[src/rtl/scan_decoder_if.sv]
`default_nettype none
// ============================================================================
//  Module   : scan_decoder_if
//  Purpose  : Control and decode signals for scan_decoder.
//  Revision : 1.0 - initial release
// ============================================================================
interface scan_decoder_if #(
    parameter int N = 3
);
    localparam int c_LINES = 1 << N;

    logic               en;
    logic [1:0]         mode;
    logic [N-1:0]       x;
    logic [0:c_LINES-1] y;
    logic [N-1:0]       idx;
    logic               wrap;

    modport master (
        output en, mode, x,
        input  y, idx, wrap
    );

    modport slave (
        input  en, mode, x,
        output y, idx, wrap
    );
endinterface
`default_nettype wire

[src/rtl/scan_decoder.sv]
`default_nettype none
// ============================================================================
//  Module   : scan_decoder
//  Purpose  : Prescaled up/down scanning index driving a one-hot line decoder.
//  Revision : 1.0 - initial release
// ============================================================================
module scan_decoder #(
    parameter int N          = 3,
    parameter int DIV        = 4,
    parameter int ACTIVE_LOW = 0
) (
    input  logic               clk,
    input  logic               reset,
    scan_decoder_if.slave      bus
);
    localparam int               c_LINES     = 1 << N;
    localparam int               c_CW        = (DIV > 1) ? $clog2(DIV) : 1;
    localparam logic [c_CW-1:0]  c_CNT_TERM  = c_CW'(DIV - 1);
    localparam logic [N-1:0]     c_IDX_MAX   = {N{1'b1}};
    localparam logic [1:0]       c_MODE_HOLD = 2'b00;
    localparam logic [1:0]       c_MODE_LOAD = 2'b01;

    logic [N-1:0]       r_idx;
    logic [c_CW-1:0]    r_cnt;
    logic               r_act;
    logic               r_wrap;

    logic               w_up;
    logic [N-1:0]       w_idx_step;
    logic               w_wrap_step;
    logic [0:c_LINES-1] w_y;

    // mode bit 0 selects direction while scanning: 10 up, 11 down
    assign w_up        = ~bus.mode[0];
    assign w_idx_step  = w_up ? (r_idx + N'(1)) : (r_idx - N'(1));
    assign w_wrap_step = w_up ? (r_idx == c_IDX_MAX) : (r_idx == '0);

    always_ff @(posedge clk) begin
        if (reset) begin
            r_idx  <= '0;
            r_cnt  <= '0;
            r_act  <= 1'b0;
            r_wrap <= 1'b0;
        end else begin
            r_act  <= bus.en;
            r_wrap <= 1'b0;
            if (bus.en) begin
                case (bus.mode)
                    c_MODE_HOLD: begin
                        r_cnt <= '0;
                    end
                    c_MODE_LOAD: begin
                        r_idx <= bus.x;
                        r_cnt <= '0;
                    end
                    default: begin
                        // prescaler is shared by both directions so a
                        // direction change never loses or repeats a step
                        if (r_cnt == c_CNT_TERM) begin
                            r_cnt  <= '0;
                            r_idx  <= w_idx_step;
                            r_wrap <= w_wrap_step;
                        end else begin
                            r_cnt <= r_cnt + c_CW'(1);
                        end
                    end
                endcase
            end
        end
    end

    always_comb begin
        w_y = '0;
        if (r_act) begin
            w_y[r_idx] = 1'b1;
        end
    end

    generate
        if (ACTIVE_LOW != 0) begin : g_active_low
            assign bus.y = ~w_y;
        end else begin : g_active_high
            assign bus.y = w_y;
        end
    endgenerate

    assign bus.idx  = r_idx;
    assign bus.wrap = r_wrap;
endmodule
`default_nettype wire

[src/flat_wrapper.sv]
// flat-port wrapper written by rule: the top's interface ports become plain ports
module scan_decoder_flat 
#(
    parameter int N          = 3,
    parameter int DIV        = 4,
    parameter int ACTIVE_LOW = 0
)
  (clk, reset, bus_en, bus_mode, bus_x, bus_y, bus_idx, bus_wrap);
  scan_decoder_if #(.N(N)) bus_i ();
  input  logic clk;
  input  logic reset;
  input wire logic [$bits(bus_i.en)-1:0] bus_en;
  input wire logic [$bits(bus_i.mode)-1:0] bus_mode;
  input wire logic [$bits(bus_i.x)-1:0] bus_x;
  output wire logic [$bits(bus_i.y)-1:0] bus_y;
  output wire logic [$bits(bus_i.idx)-1:0] bus_idx;
  output wire logic [$bits(bus_i.wrap)-1:0] bus_wrap;
  assign bus_i.en = bus_en;
  assign bus_i.mode = bus_mode;
  assign bus_i.x = bus_x;
  assign bus_y = bus_i.y;
  assign bus_idx = bus_i.idx;
  assign bus_wrap = bus_i.wrap;
  scan_decoder #(.N(N), .DIV(DIV), .ACTIVE_LOW(ACTIVE_LOW)) u_core (.clk(clk), .reset(reset), .bus(bus_i));
endmodule
[config.mk]
export PLATFORM = sky130hd
export DESIGN_NAME = scan_decoder_flat
export DESIGN_NICKNAME = d
export VERILOG_FILES = /design/src/rtl/scan_decoder_if.sv /design/src/rtl/scan_decoder.sv /design/src/flat_wrapper.sv
export SDC_FILE = /design/constraint.sdc
export NUM_CORES = 1
export LEC_CHECK = 0
export BUFFER_PORTS_ARGS = -buffer_cell sky130_fd_sc_hd__buf_4
export CORE_MARGIN = 5
export CORE_UTILIZATION = 24
export DETAILED_ROUTE_END_ITERATION = 7
export GPL_TIMING_DRIVEN = 0
export SYNTH_ARGS = -nofsm -noshare
export SYNTH_HDL_FRONTEND = slang
export SYNTH_SLANG_ARGS = --single-unit
[constraint.sdc]
create_clock -name clk -period 3.4 [get_ports clk]
set_input_delay 0.34 -clock clk [delete_from_list [all_inputs] [get_ports clk]]
set_output_delay 0.34 -clock clk [all_outputs]
set_load 0.02 [all_outputs]
# --- After elaboration in Yosys (flattened, before gate mapping) ---
# Index checks and enable logic that the tools add are counted.
word_totals:
  reg_bits: 7
  wordCells: 32
  out_inout_bits: 12
classes:
  eq_ne: 3
  muxes: 9
  addsub: 3
  reduce_logical: 7
  order_cmp: 2
  n_bitwise: 4
op_table:
  columns: ["cell", "n"]
  rows:
  - ["$mux W8", 1]
  - ["$mux W3", 2]
  - ["$pmux W3 S2", 1]
  - ["$reduce_or A5 Y1", 1]
  - ["$ge A4 B4 Y1 const B", 1]
  - ["$lt A4 B1 Y1 const B", 1]
  - ["$mux W2", 2]
  - ["$not A3 Y4", 1]
  - ["$add A3 B1 Y3 const B", 1]
  - ["$demux W1 S3", 1]
  - ["$eq A3 B3 Y1 const B", 1]
  - ["$logic_not A3 Y1", 1]
  - ["$not A1 Y1", 3]
  - ["$reduce_and A3 Y1", 1]
  - ["$sub A3 B1 Y3 const B", 1]
  - ["$add A2 B1 Y2 const B", 1]
  - ["$eq A2 B1 Y1 const B", 1]
  - ["$eq A2 B2 Y1 const B", 1]
  - ["$logic_not A2 Y1", 1]
  - ["$mux W1", 2]
  - ["$reduce_bool A2 Y1", 1]
  - ["$reduce_or A2 Y1", 1]
  - ["$logic_and A1 B1 Y1", 1]

# --- Logic depth before layout (Yosys ltp) ---
depth:
  depth_word: 6
  ltp_mapped: 5

# --- Worst setup path after synthesis ---
# OpenSTA, ideal clock, no wires.
synth_timing:
  path_kind: "flip-flop to flip-flop"
  start: "register u_core.r_idx[0], in the netlist u_core.bus.idx[0]"
  end: "register u_core.r_idx[2], in the netlist u_core.bus.idx[2]"
  path_slack_ns: 1.538
  stages_incl_launch_ff: 6
  path_buffers: 0
  required_ns: 3.312
  t_arrival_ns: 1.774
  synth_period_minus_slack_ns: 1.862
  path_cell_list: "dfxtp_1 > inv_1 > fa_1 > xor2_1 > mux2_4 > a311oi_2"
synth_via:
  elab_chain_len: 4
synth_rtl:
  columns: ["element", "line_no", "source"]
  rows:
  - ["start: declaration", "scan_decoder.sv:23", "logic [N-1:0] r_idx;"]
  - ["start signal: assignment", "scan_decoder.sv:53", "r_idx <= bus.x;"]
  - ["start signal: assignment", "scan_decoder.sv:61", "r_idx <= w_idx_step;"]
  - ["$add A3 B1 Y3 / $sub A3 B1 Y3 (equally long branches)", "scan_decoder.sv:35", "assign w_idx_step = w_up ? (r_idx + N'(1)) : (r_idx - N'(1));"]
  - ["$mux W3 (*)", "scan_decoder.sv:35", null]
  - ["$mux W3 (*)", "scan_decoder.sv:59", "if (r_cnt == c_CNT_TERM) begin"]
  - ["$pmux W3 S2 (*)", "scan_decoder.sv:48", "case (bus.mode)"]
# Every way passes the cells marked *; elsewhere a longest branch is shown, timed or not. The select of a mux whose other input is x is not followed.
# A chain may end at the register's enable or synchronous reset.

# --- Final worst setup path ---
# Ends and elaborated chain as after synthesis.

==> flow_summary.ini <==
[outcome]
status = finished clean

[power_and_ir_drop]
p_leak_nw = 0.293
powerDensity_nw_per_um2 = 316
ir_drop_mv = 0.180
finalPower_uw = 205

[worst_setup_path]
critPathKind = flop to flop
crit_required_ns = 3.57
crit_arrival_ns = 2.04
worstPathMaxFanout = 9
crit_path_end_kind = flop
critPathLaunchType = flop

[final_layout]
drive_gt1_frac = 0.316
layout_commonest_cell = buf_4
fin_nets = 90
syn2layout_area_growth_pct = 42.2
antenna_cells = 0
design_area_um2 = 649
layout.cells.non_filler = 104
final_cell_mix = buf_4 (19), nor2_1 (9), nand2_1 (7), dfxtp_1 (7)

[sta]
finalSetupViolCount = 0
clock.fmax_mhz = 536
drv_slew = 0
rsz0062_at_grt = no
timing.hold.ws_ns = 0.294
worstMarginPinSlew_ns = 0.288
max_slew_margin = 0.808
period_minus_slack_ns = 1.87
skew_ns = 0.00527
period_share = 0.549
setup_tns_ns = 0
final-hold-violation-count = 0

[drt]
final_antenna_net_count = 0
vias = 481
drtIter0Drc = 9
wl_per_cell_um = 11.2
drc = 0
post_drt_via_cell_ratio = 4.63
first_pass_iters = 4
wl_um = 1160

[synth]
yosys-top-cells-area = dfxtp_1 (31%), nor2_1 (7.4%), nand2_1 (5.8%)
syn_inst = 57
ys_warn_count = 0
ys_seq_area_frac = 0.307
ys_ff_latch = 7
netlist_area_um2 = 457
avgSynthCellArea_um2 = 8.01
synthDistinctLibCells = 25
synth_nets = 67
synth_top_area_frac = 0.307
yosys.area.top_type = dfxtp_1

[placed_design]
placed_cell_area_um2 = 623
portBuffers = 18
hpwl_um = 937
post-place-cells = 100
gp_congestion = 0.734

[grt]
grt_pass1_vias = 420
antenna_found_initial = 0
grt_overflow_total = 0
grt_use_total = 0.0853
grt_start_max_net_pins = 11
grt_first_pass_wirelength_um = 1760

[floorplan]
fp.dieH_um = 53.6
chipWidth_um = 53.6
std_cell_rows = 15
design.die.area_um2 = 2880
initial_utilization = 0.259
core-area_um2 = 1760
io_pins = 20

[clocking]
cts_tree = yes
clock_path_buffers = 2
cts_setup_buffers = 0
clk_pin_slew_ns = 0.05
htreeDepth = 1
worstSkewPairLatency_ns = 0.26
clock-sinks = 7
cts_resized = 0
clock_tree.root_cell = clkbuf_4
cts-buffers-inserted = 3
hold_buffers = 0

[run]
drv_cap = 0

[worst_hold_path]
min-delay-path-class = input pin to flop
## report_power, final
group,total [mW],switching (mW),internal (mW),leakage (nW)
Combinational,0.0395,0.0204,0.0191,0.221
Sequential,0.0893,0.00404,0.0853,0.0571
Clock,0.0764,0.0316,0.0448,0.0150
Total,0.205,0.0561,0.149,0.293
## critical path, cell delays in order (launching register included)
cell and delay, ns:
dfxtp_1 0.48, inv_1 0.14, fa_1 0.44, xor2_1 0.18, mux2_4 0.32, a311oi_2 0.22
## final cells by class
class / count / area [um2]
Buffer: 1 / 7.51
Clock buffer: 4 / 26.3
Fill cell: 210 / 1110
Inverter: 5 / 18.8
Multi-Input combinational cell: 44 / 290
Sequential cell: 7 / 140
Tap cell: 25 / 31.3
Timing Repair Buffer: 18 / 135
## kinds of logic (layout without fill, tap and decap cells)
group           after synthesis  after routing  synth area share
xor+xnor                      1              1            0.0192
simple gates                 27             27             0.301
flops                         7              7             0.307
fa+ha+maj                     2              2            0.0712
mux                           3              3            0.0794
buf+inv                       6             28            0.0575
compound gates               11             11             0.164
## per-stage QoR
step / setup slack, ns / utilization
2_1_floorplan: 1.54 / -
3_3_place_gp: 1.56 / 0.353
3_5_place_dp: 1.54 / 0.353
4_1_cts: 1.52 / 0.368
5_1_grt: 1.43 / 0.368
6_report: 1.53 / 0.368
## synthesized netlist by cell type, drive strengths merged
library cell and count:
and3b 2, mux2i 1, ha 1, nor4bb 1, inv 5, xor2 1, a21oi 5, nor3b 1
nor3 2, nor2 9, o2111a 1, buf 1, mux2 2, nor2b 1, fa 1, or3b 1
nand2b 1, o2111ai 1, nand3 1, a311oi 1, nor4 1, o21ai 3, dfxtp 7, nand2 7
## sequential cells by signal, summed over array words and instances (netlist names)
| register | count |
|---|---|
| u_core.r_act | 1 |
| u_core.bus.idx | 3 |
| u_core.r_cnt | 2 |
| u_core.bus.wrap | 1 |
## final timing paths
kind / cells past startpoint / start / slack [ns] / endpoint
worst min-delay path: 2 / reset / 0.29 / u_core.bus.idx[2]$_SDFFE_PP0P_
worst min register to register: 2 / u_core.r_cnt[1]$_SDFFE_PP0P_ / 0.47 / u_core.r_cnt[1]$_SDFFE_PP0P_
worst max-delay path: 5 / u_core.bus.idx[0]$_SDFFE_PP0P_ / 1.53 / u_core.bus.idx[2]$_SDFFE_PP0P_
worst max register to register: 5 / u_core.bus.idx[0]$_SDFFE_PP0P_ / 1.53 / u_core.bus.idx[2]$_SDFFE_PP0P_
## layer usage
metal | share of wire | track usage | wire (um)
met5 | 0 | 0 | 0
met4 | 0.020 | 0.0511 | 23
met3 | 0.099 | 0.0305 | 115
met2 | 0.42 | 0.127 | 493
met1 | 0.46 | 0.105 | 530
(Power assumes the default switching activity.)
